<file path="config.mk">
export PLATFORM = sky130hd
export DESIGN_NAME = snn_spike_readout
export DESIGN_NICKNAME = d
export VERILOG_FILES = /design/src/rtl/snn_spike_readout.sv
export SDC_FILE = /design/constraint.sdc
export NUM_CORES = 2
export LEC_CHECK = 0
export ABC_AREA = 1
export BUFFER_PORTS_ARGS = -buffer_cell sky130_fd_sc_hd__buf_2
export CAP_MARGIN = 20
export CORE_MARGIN = 5
export CORE_UTILIZATION = 64
export DETAILED_ROUTE_END_ITERATION = 16
export PLACE_DENSITY = 0.79
export SYNTH_ARGS = -nofsm -noshare
export SYNTH_HDL_FRONTEND = slang
export SYNTH_SLANG_ARGS = --single-unit
</file>
<file path="constraint.sdc">
create_clock -name clk -period 4.5 [get_ports clk]
set_input_delay 0.45 -clock clk [delete_from_list [all_inputs] [get_ports clk]]
set_output_delay 0.45 -clock clk [all_outputs]
set_load 0.03 [all_outputs]
</file>
<file path="src/rtl/snn_spike_readout.sv">
// snn_spike_readout: spike-count readout for an SNN core.
// Counts spikes per output neuron over a window of win_len timesteps, then
// scans the counters one neuron per cycle to find the argmax (lowest index
// wins ties) and holds the result until the consumer accepts it.
// Optional feature: define SNN_READOUT_TOTAL_EN to accumulate a saturating
// 16-bit total of all spikes in the window and present it on res_total.
module snn_spike_readout #(
  parameter int N  = 96,
  parameter int CW = 8,
  parameter int IW = $clog2(N)
) (
  input  logic          clk,
  input  logic          rstn,
  input  logic          win_start,
  input  logic [15:0]   win_len,
  input  logic          step_valid,
  input  logic [N-1:0]  spikes_vec,
  output logic          busy,
  output logic          res_valid,
  input  logic          res_ready,
  output logic [IW-1:0] res_class,
  output logic [CW-1:0] res_count,
  output logic          res_none,
  output logic [15:0]   res_total,
  input  logic [IW-1:0] rb_idx,
  output logic [CW-1:0] rb_count
);

  typedef enum logic [1:0] {IDLE, ACCUM, SCAN, HOLD} state_e;

  localparam logic [IW-1:0] LAST_IDX = IW'(N - 1);
  localparam logic [IW:0]   N_EXT    = (IW + 1)'(N);

  state_e state_q, state_d;

  logic [CW-1:0] cnt_q [N];
  logic [CW-1:0] cnt_d [N];
  logic [15:0]   step_ctr_q, step_ctr_d;
  logic [15:0]   len_q, len_d;
  logic [IW-1:0] scan_idx_q, scan_idx_d;
  logic [IW-1:0] best_idx_q, best_idx_d;
  logic [CW-1:0] best_cnt_q, best_cnt_d;
  logic [IW-1:0] res_class_q, res_class_d;
  logic [CW-1:0] res_count_q, res_count_d;
  logic          res_none_q, res_none_d;

  logic          win_clear;
  logic          acc_step;
  logic          last_step;
  logic          scan_last;
  logic [CW-1:0] scan_cnt;
  logic          scan_better;
  logic [IW-1:0] cand_idx;
  logic [CW-1:0] cand_cnt;

  // Qualify control events by state; a restart in ACCUM swallows that cycle's step.
  always_comb begin
    win_clear   = win_start && ((state_q == IDLE) || (state_q == ACCUM));
    acc_step    = (state_q == ACCUM) && step_valid && !win_start;
    last_step   = (step_ctr_q + 16'd1) == len_q;
    scan_last   = scan_idx_q == LAST_IDX;
    scan_cnt    = cnt_q[scan_idx_q];
    scan_better = scan_cnt > best_cnt_q;
    cand_idx    = scan_better ? scan_idx_q : best_idx_q;
    cand_cnt    = scan_better ? scan_cnt : best_cnt_q;
  end

  // State register.
  always_ff @(posedge clk or negedge rstn) begin
    if (!rstn) begin
      state_q <= IDLE;
    end else begin
      state_q <= state_d;
    end
  end

  // Next-state logic.
  always_comb begin
    state_d = state_q;
    unique case (state_q)
      IDLE:    if (win_start) state_d = ACCUM;
      ACCUM: begin
        if (win_start) begin
          state_d = ACCUM;
        end else if (step_valid && last_step) begin
          state_d = SCAN;
        end
      end
      SCAN:    if (scan_last) state_d = HOLD;
      HOLD:    if (res_ready) state_d = IDLE;
      default: state_d = IDLE;
    endcase
  end

  // Output decode.
  always_comb begin
    busy      = (state_q == ACCUM) || (state_q == SCAN);
    res_valid = (state_q == HOLD);
  end

  // Per-neuron saturating counters; cleared only by an accepted win_start.
  always_comb begin
    for (int unsigned n = 0; n < N; n++) begin
      cnt_d[n] = cnt_q[n];
      if (win_clear) begin
        cnt_d[n] = '0;
      end else if (acc_step && spikes_vec[n] && (cnt_q[n] != '1)) begin
        cnt_d[n] = cnt_q[n] + 1'b1;
      end
    end
  end

  // Counter storage.
  always_ff @(posedge clk or negedge rstn) begin
    if (!rstn) begin
      for (int unsigned n = 0; n < N; n++) begin
        cnt_q[n] <= '0;
      end
    end else begin
      for (int unsigned n = 0; n < N; n++) begin
        cnt_q[n] <= cnt_d[n];
      end
    end
  end

  // Window bookkeeping, argmax scan and result capture.
  always_comb begin
    step_ctr_d  = step_ctr_q;
    len_d       = len_q;
    scan_idx_d  = scan_idx_q;
    best_idx_d  = best_idx_q;
    best_cnt_d  = best_cnt_q;
    res_class_d = res_class_q;
    res_count_d = res_count_q;
    res_none_d  = res_none_q;
    if (win_clear) begin
      step_ctr_d = '0;
      len_d      = (win_len == 16'd0) ? 16'd1 : win_len;
    end else if (acc_step) begin
      step_ctr_d = step_ctr_q + 16'd1;
      if (last_step) begin
        scan_idx_d = '0;
        best_idx_d = '0;
        best_cnt_d = '0;
      end
    end else if (state_q == SCAN) begin
      scan_idx_d = scan_idx_q + 1'b1;
      best_idx_d = cand_idx;
      best_cnt_d = cand_cnt;
      // The final comparison feeds the result directly so HOLD starts N edges after the last step.
      if (scan_last) begin
        res_class_d = cand_idx;
        res_count_d = cand_cnt;
        res_none_d  = (cand_cnt == '0);
      end
    end
  end

  // Window and result registers.
  always_ff @(posedge clk or negedge rstn) begin
    if (!rstn) begin
      step_ctr_q  <= '0;
      len_q       <= 16'd1;
      scan_idx_q  <= '0;
      best_idx_q  <= '0;
      best_cnt_q  <= '0;
      res_class_q <= '0;
      res_count_q <= '0;
      res_none_q  <= 1'b0;
    end else begin
      step_ctr_q  <= step_ctr_d;
      len_q       <= len_d;
      scan_idx_q  <= scan_idx_d;
      best_idx_q  <= best_idx_d;
      best_cnt_q  <= best_cnt_d;
      res_class_q <= res_class_d;
      res_count_q <= res_count_d;
      res_none_q  <= res_none_d;
    end
  end

  assign res_class = res_class_q;
  assign res_count = res_count_q;
  assign res_none  = res_none_q;

`ifdef SNN_READOUT_TOTAL_EN
  logic [15:0] total_q, total_d;
  logic [15:0] res_total_q, res_total_d;
  logic [15:0] pop;
  logic [16:0] total_sum;

  // Window-wide spike total, saturating at 16 bits.
  always_comb begin
    pop = '0;
    for (int unsigned n = 0; n < N; n++) begin
      pop = pop + {15'd0, spikes_vec[n]};
    end
    total_sum   = {1'b0, total_q} + {1'b0, pop};
    total_d     = total_q;
    res_total_d = res_total_q;
    if (win_clear) begin
      total_d = '0;
    end else if (acc_step) begin
      total_d = total_sum[16] ? 16'hFFFF : total_sum[15:0];
    end
    if ((state_q == SCAN) && scan_last) begin
      res_total_d = total_q;
    end
  end

  // Total and its presented copy.
  always_ff @(posedge clk or negedge rstn) begin
    if (!rstn) begin
      total_q     <= '0;
      res_total_q <= '0;
    end else begin
      total_q     <= total_d;
      res_total_q <= res_total_d;
    end
  end

  assign res_total = res_total_q;
`else
  assign res_total = '0;
`endif

  // Combinational counter readback; indices past the last neuron read as zero.
  always_comb begin
    rb_count = '0;
    if ({1'b0, rb_idx} < N_EXT) begin
      rb_count = cnt_q[rb_idx];
    end
  end

endmodule

</file>
## Yosys cells after proc, flatten, opt, wreduce, memory -nomap -nowiden

Index checks and enable logic that the tools add are counted.

- RAM bits: 0
- ROM bits: 0
- Output and inout port bits: 42
- Flip-flop bits (word level): 840
- Bits in latches: 0
- Word-level logic and storage cells: 838
- Bits of input ports: 124
- Memories kept: 0

- Shift operators: 0
- Add/sub/neg operators: 98
- Muxes and demuxes: 218
- Bitwise operators: 4
- Divide/modulo/power cells: 0
- Order comparisons: 4
- Multipliers: 0
- Eq/ne operators: 106
- Reductions and logical operators: 303

Operator list:

| operator | count |
|---|---|
| 8-bit 2-to-1 mux | 201 |
| 8-bit by 1-bit adder with 8-bit output (second input constant) | 96 |
| 8-bit inequality test (second input constant) | 96 |
| 1-bit logical AND | 196 |
| 2-bit nonzero test | 98 |
| 8-bit binary-select mux with 7-bit select | 2 |
| 16-bit 2-to-1 mux | 3 |
| 7-bit 2-to-1 mux | 6 |
| 16-bit by 1-bit adder with 16-bit output (second input constant) | 1 |
| 16-bit == test | 1 |
| 8-bit greater-or-equal comparator (second input constant) | 2 |
| 16-bit zero test | 1 |
| 7-bit inverter with 8-bit output | 2 |
| 2-bit 2-to-1 mux | 5 |
| 8-bit > comparator | 1 |
| 8-bit zero test | 1 |
| 2-bit one-hot mux with 4 select lines | 1 |
| 4-bit AND reduction | 2 |
| 7-bit by 1-bit adder with 7-bit output (second input constant) | 1 |
| 7-bit == test (second input constant) | 1 |
| 7-bit less-than comparator (second input constant) | 1 |
| 2-bit == test (second input constant) | 2 |
| 2-bit by 1-bit inequality test with 1-bit output (second input constant) | 2 |
| 2-bit inequality test (second input constant) | 2 |
| other kinds (7) | 9 |

## Logic depth before layout (Yosys ltp)

- Depth in word-level cells: 8
- Depth in mapped cells: 29
- Gate-level depth less buffers: 27

## Least setup slack after synthesis

No wires, ideal clock.

- Path kind: register to register
- Start point: register scan_idx_q[0]
- End point: register res_none_q (netlist: res_none)
- Path buffers: 5
- Arrival: 3.088 ns
- Data required time: 4.434 ns
- Clock period less this slack: 3.154 ns
- Path slack: 1.346 ns
- Setup time: 0.066 ns
- Stages on the path, launching flop included: 25
- Path through: dfrtp_1 buf_4 buf_6 buf_6 buf_6 o21ai_0 nand3_1 nand3_1 nand2_1 nand2_1 nand2_1 o21ai_0 nand2_1 ha_1 nand2_1 o21ai_0 nand2_1 o211ai_1 nand2_1 clkinv_1 clkbuf_1 nand3_1 a21oi_1 nand3_1 nand2_1

- Longest elaborated chain between the ends: 7
- Elaborated cells between the ends (all ways): 9
- Classes of those cells: 1 x order compare; 1 x eq/ne; 4 x mux; 1 x bitwise; 2 x reduce/logical

RTL lines:

| what | line | source |
|---|---|---|
| from (decl) | 40 | `logic [IW-1:0] scan_idx_q, scan_idx_d;` |
| from (signal assigned) | 173 | `scan_idx_q <= scan_idx_d;` |
| 7-bit inverter with 8-bit output (not written as such) | 62 | `scan_cnt = cnt_q[scan_idx_q];` |
| 8-bit binary-select mux with 7-bit select | 62 |  |
| 8-bit 2-to-1 mux (not written as such) (2 in series) | 62 |  |
| 8-bit > comparator | 63 | `scan_better = scan_cnt > best_cnt_q;` |
| 8-bit 2-to-1 mux | 65 | `cand_cnt = scan_better ? scan_cnt : best_cnt_q;` |
| 8-bit zero test | 154 | `res_none_d = (cand_cnt == '0);` |
| to (signal assigned) | 178 | `res_none_q <= res_none_d;` |
| to (decl) | 45 | `logic res_none_q, res_none_d;` |

Several ways; a longest one is shown, not always the timed one. The select of a mux whose other input is x is not followed.
A chain may end at the register's enable or synchronous reset.

## Worst setup path in the final report

Same ends and word-level chain as after synthesis.

==> metrics.md <==
| Metric | Value |
|---|---|
| Core area | 86,750 µm² |
| Worst Path Max Fanout | 64 |
| F_max | 237.3 MHz |
| CTS Sinks | 840 |
| Clk pin slew, worst setup/hold paths | 60 ps |
| Port bufs | 149 |
| Ant. Diodes | 0 |
| Final instance area | 61,130 µm² |
| Die Y-Extent | 305.7 µm |
| TNS Setup | 0 ps |
| CP Class | reg2reg |
| Cell row count | 108 |
| Peak supply drop | 0.5949 mV |
| Die Width | 305.7 µm |
| Max Root-Sink Buffers | 3 |
| Vias in the first global route | 55,440 |
| Die ar. | 93,460 µm² |
| HP Class | in2reg |
| Post-Syn Area per Cell | 6.848 µm² |
| Final ANT Viol Nets | 0 |
| Final nets | 8,362 |
| Worst Hold Depth | 3 |
| Slew @ Worst Pin | 1174 ps |
| Mapped Cells | 8,173 |
| Fin. max-slew vios | 0 |
| Critical R2R Capture | res_none$_DFFE_PN0P_ |
| Iter 0 DRT Violations | 8,499 |
| Primary FF master, synth | dfrtp_1 |
| TritonCTS clock tree | built |
| Root Driver | clkbuf_16 |
| Dpl cells | 9,172 |
| Cts bufs inserted | 95 |
| Fin. Hold Viols | 0 |
| Worst EP required | 5130 ps |
| Reg2reg start | scan_idx_q[0]$_DFFE_PN0P_ |
| Distinct cell type count after synthesis | 56 |
| Via/cell ratio | 6.363 |
| Worst setup SP type | flip-flop |
| #FFs+latches synth | 840 |
| Pre-Repair DR Iteration Count | 7 |
| EDFF count, synth | 0 |
| Relative max-transition margin | 21.71% |
| Yosys warning count | 0 |
| Status | completed |
| Total wire length | 198,900 µm |
| Clk Latency, worst-skew pair | 690 ps |
| Worst endpoint data arrival time | 4840 ps |
| Via count | 59,550 |
| Synthesized cell area | 55,970 µm² |
| Final Core Density | 70.46% |
| DRC Markers | 0 |
| Worst reg2reg path depth | 25 |
| Pwr Total | 29.00 mW |
| Crit path time final | 4214 ps |
| Layout area overhead | 9.222% |
| Boundary Pins | 166 |
| Flop2flop setup slack | 290 ps |
| H-tree levels | 3 |
| Async SR Flop Fraction | 100.0% |
| Worst Setup End Kind | flip-flop |
| Layout cells sized above 1 | 5.876% |
| # setup viols final | 0 |
| Initial Utilization | 64.51% |
| Initial antenna violation count | 2 |
| Hpwl dp | 138,700 µm |
| First-pass GRT wire length | 309,900 µm |
| Leakage | 27.59 nW |
| Finished Layout Cells | 9,358 |
| Skew final | 29.89 ps |
| Largest net degree at the start of global routing | 192 |
| PD cells | 474.5 nW/µm² |
| Setup crit end | res_none$_DFFE_PN0P_ |
| Area after DPL | 57,650 µm² |
| Max-Cap Viols | 0 |
| GPL Wtd Cong | 1.020 |
| Setup Buffers After CTS | 0 |
| Crit path launch | scan_idx_q[0]$_DFFE_PN0P_ |
| WL/cell | 21.25 µm |
| GR Overflow Total | 0 |
| Total global-route track usage | 41.05% |
| Register area share after synthesis | 37.56% |
| Final Cycle Share | 93.63% |
[critical path, stage by stage, from the launching register on]
cell and delay [ps]:
dfrtp_4 590, clkinv_8 240, buf_16 290, nand2_1 110, nand3_1 80, nand3_1 80
nand3_1 160, nand2_1 140, nand2_1 80, nand2_1 80, o21ai_0 260, buf_4 190
nand2_1 50, ha_1 290, a21oi_1 150, o21ai_0 100, nand2_1 70, o211ai_1 80
nand2_1 130, clkinvlp_4 230, or2_2 320, nand2_1 100, nand2_1 60, nor2_1 80
nand3_1 80, nand2_1 80
[layer usage]
metal  routed length, µm  track usage (%)  up-vias
met5                  13                0        -
met4               13640            23.19        2
met3               20980            8.225      744
met2               88050            63.98     3441
met1               76170            53.97    27750
li1                    -                -    27610
[cell type report]
class	count	area (µm²)
timing repair buffer	288	2338
inverter	1033	3915
sequential	840	21030
tap	1155	1445
fill	7340	25620
clock buffer	141	2833
multi-input combinational	5870	29090
clock inverter	31	475.5
[how the worst min path moves through the flow]
stage | startpoint | end
final | win_len[15] | len_q[15]$_DFFE_PN0P_
after global routing | win_len[15] | len_q[15]$_DFFE_PN0P_
after CTS | win_len[15] | len_q[15]$_DFFE_PN0P_
after detailed placement | best_cnt_q[6]$_DFFE_PN0P_ | best_cnt_q[6]$_DFFE_PN0P_
after global placement | cnt_q[767]$_DFFE_PN0P_ | cnt_q[767]$_DFFE_PN0P_
after floorplan | rstn | async pin
[power by group]
part           internal, mW  leakage [nW]  switching, mW  total, mW
clock                  4.97          1.61           3.37       8.34
sequential             8.19          11.6          0.690       8.88
combinational          3.45          14.4           8.33       11.8
[metrics by stage]
step / hold WS [ps] / setup slack, ps
global placement: 452.1 / 299.9
detailed placement: 458.9 / 221.2
global route: 40.30 / -4.242
finish: 22.94 / 286.4
CTS: 3.064 / 195.2
floorplan: 154.4 / 1346
[cell usage in the layout, fill, tap and decap left out, types with 11 or more instances in the layout]
cell type	n
clkbuf_8	24
nor2_1	666
a221oi_1	90
o221ai_1	36
inv_2	15
o311ai_0	12
nand4_1	86
o21ai_0	1176
buf_12	35
conb_1	16
clkbuf_16	97
nand3_1	568
clkinv_1	12
and3_1	16
o22ai_1	26
clkbuf_1	20
o211ai_1	91
inv_1	999
a31oi_1	29
buf_2	145
dlygate4sd3_1	14
dfrtp_1	836
ha_1	110
nor3b_1	19
xor2_1	14
bufinv_16	11
a211oi_1	163
a21oi_1	897
nor3_1	219
nand2_1	1560
buf_4	88
o21ai_1	13
clkinv_2	11
[repair_timing]
item                       in CTS  in global routing
gates resized for setup         0                  6
hold endpoints to repair       92                  0
hold buffers                   14                  0
setup endpoints to repair       0                  9
[synthesized netlist by cell type, drive strengths merged, types with 2 or more instances]
master,number,area share (%)
xnor2,3,0.047
and3,16,0.18
o21ai,1191,11
nor3b,20,0.28
nand2,1563,11
ha,110,2.5
a22o,3,0.047
nand3,572,5.2
xor2,14,0.22
a221oi,90,1.4
a31oi,29,0.32
buf,204,2.0
dfrtp,839,38
clkinv,14,0.096
nor3,226,2.1
a311oi,2,0.031
nand3b,4,0.054
nor4,9,0.10
a21oi,897,8.0
o21a,4,0.054
or2,3,0.034
o311ai,15,0.23
nand4,86,0.96
clkbuf,241,1.6
inv,1019,6.8
a211oi,163,2.2
o211ai,91,1.2
o221ai,36,0.56
nor2,674,4.6
o22ai,26,0.29
[kinds of logic after synthesis]
kind of cell | after synthesis | synth area share [%]
buffers and inverters | 1478 | 10.59
and+or+nand+nor | 3175 | 23.97
DFF | 840 | 37.56
xor gates and xnor gates | 18 | 0.3063
other | 1 | 0.006700
AOI/OAI and AO/OA | 2551 | 25.10
adders and majority gates | 110 | 2.459
[sequential cells by signal, indices dropped and copies added, names as in the netlist, named ones only]
register / count
best_idx_q: 7
step_ctr_q: 16
state_q: 1
len_q: 16
cnt_q: 768
res_class: 7
res_none: 1
best_cnt_q: 8
res_count: 8
scan_idx_q: 7
Note: power is estimated with default switching activity, not from simulation.
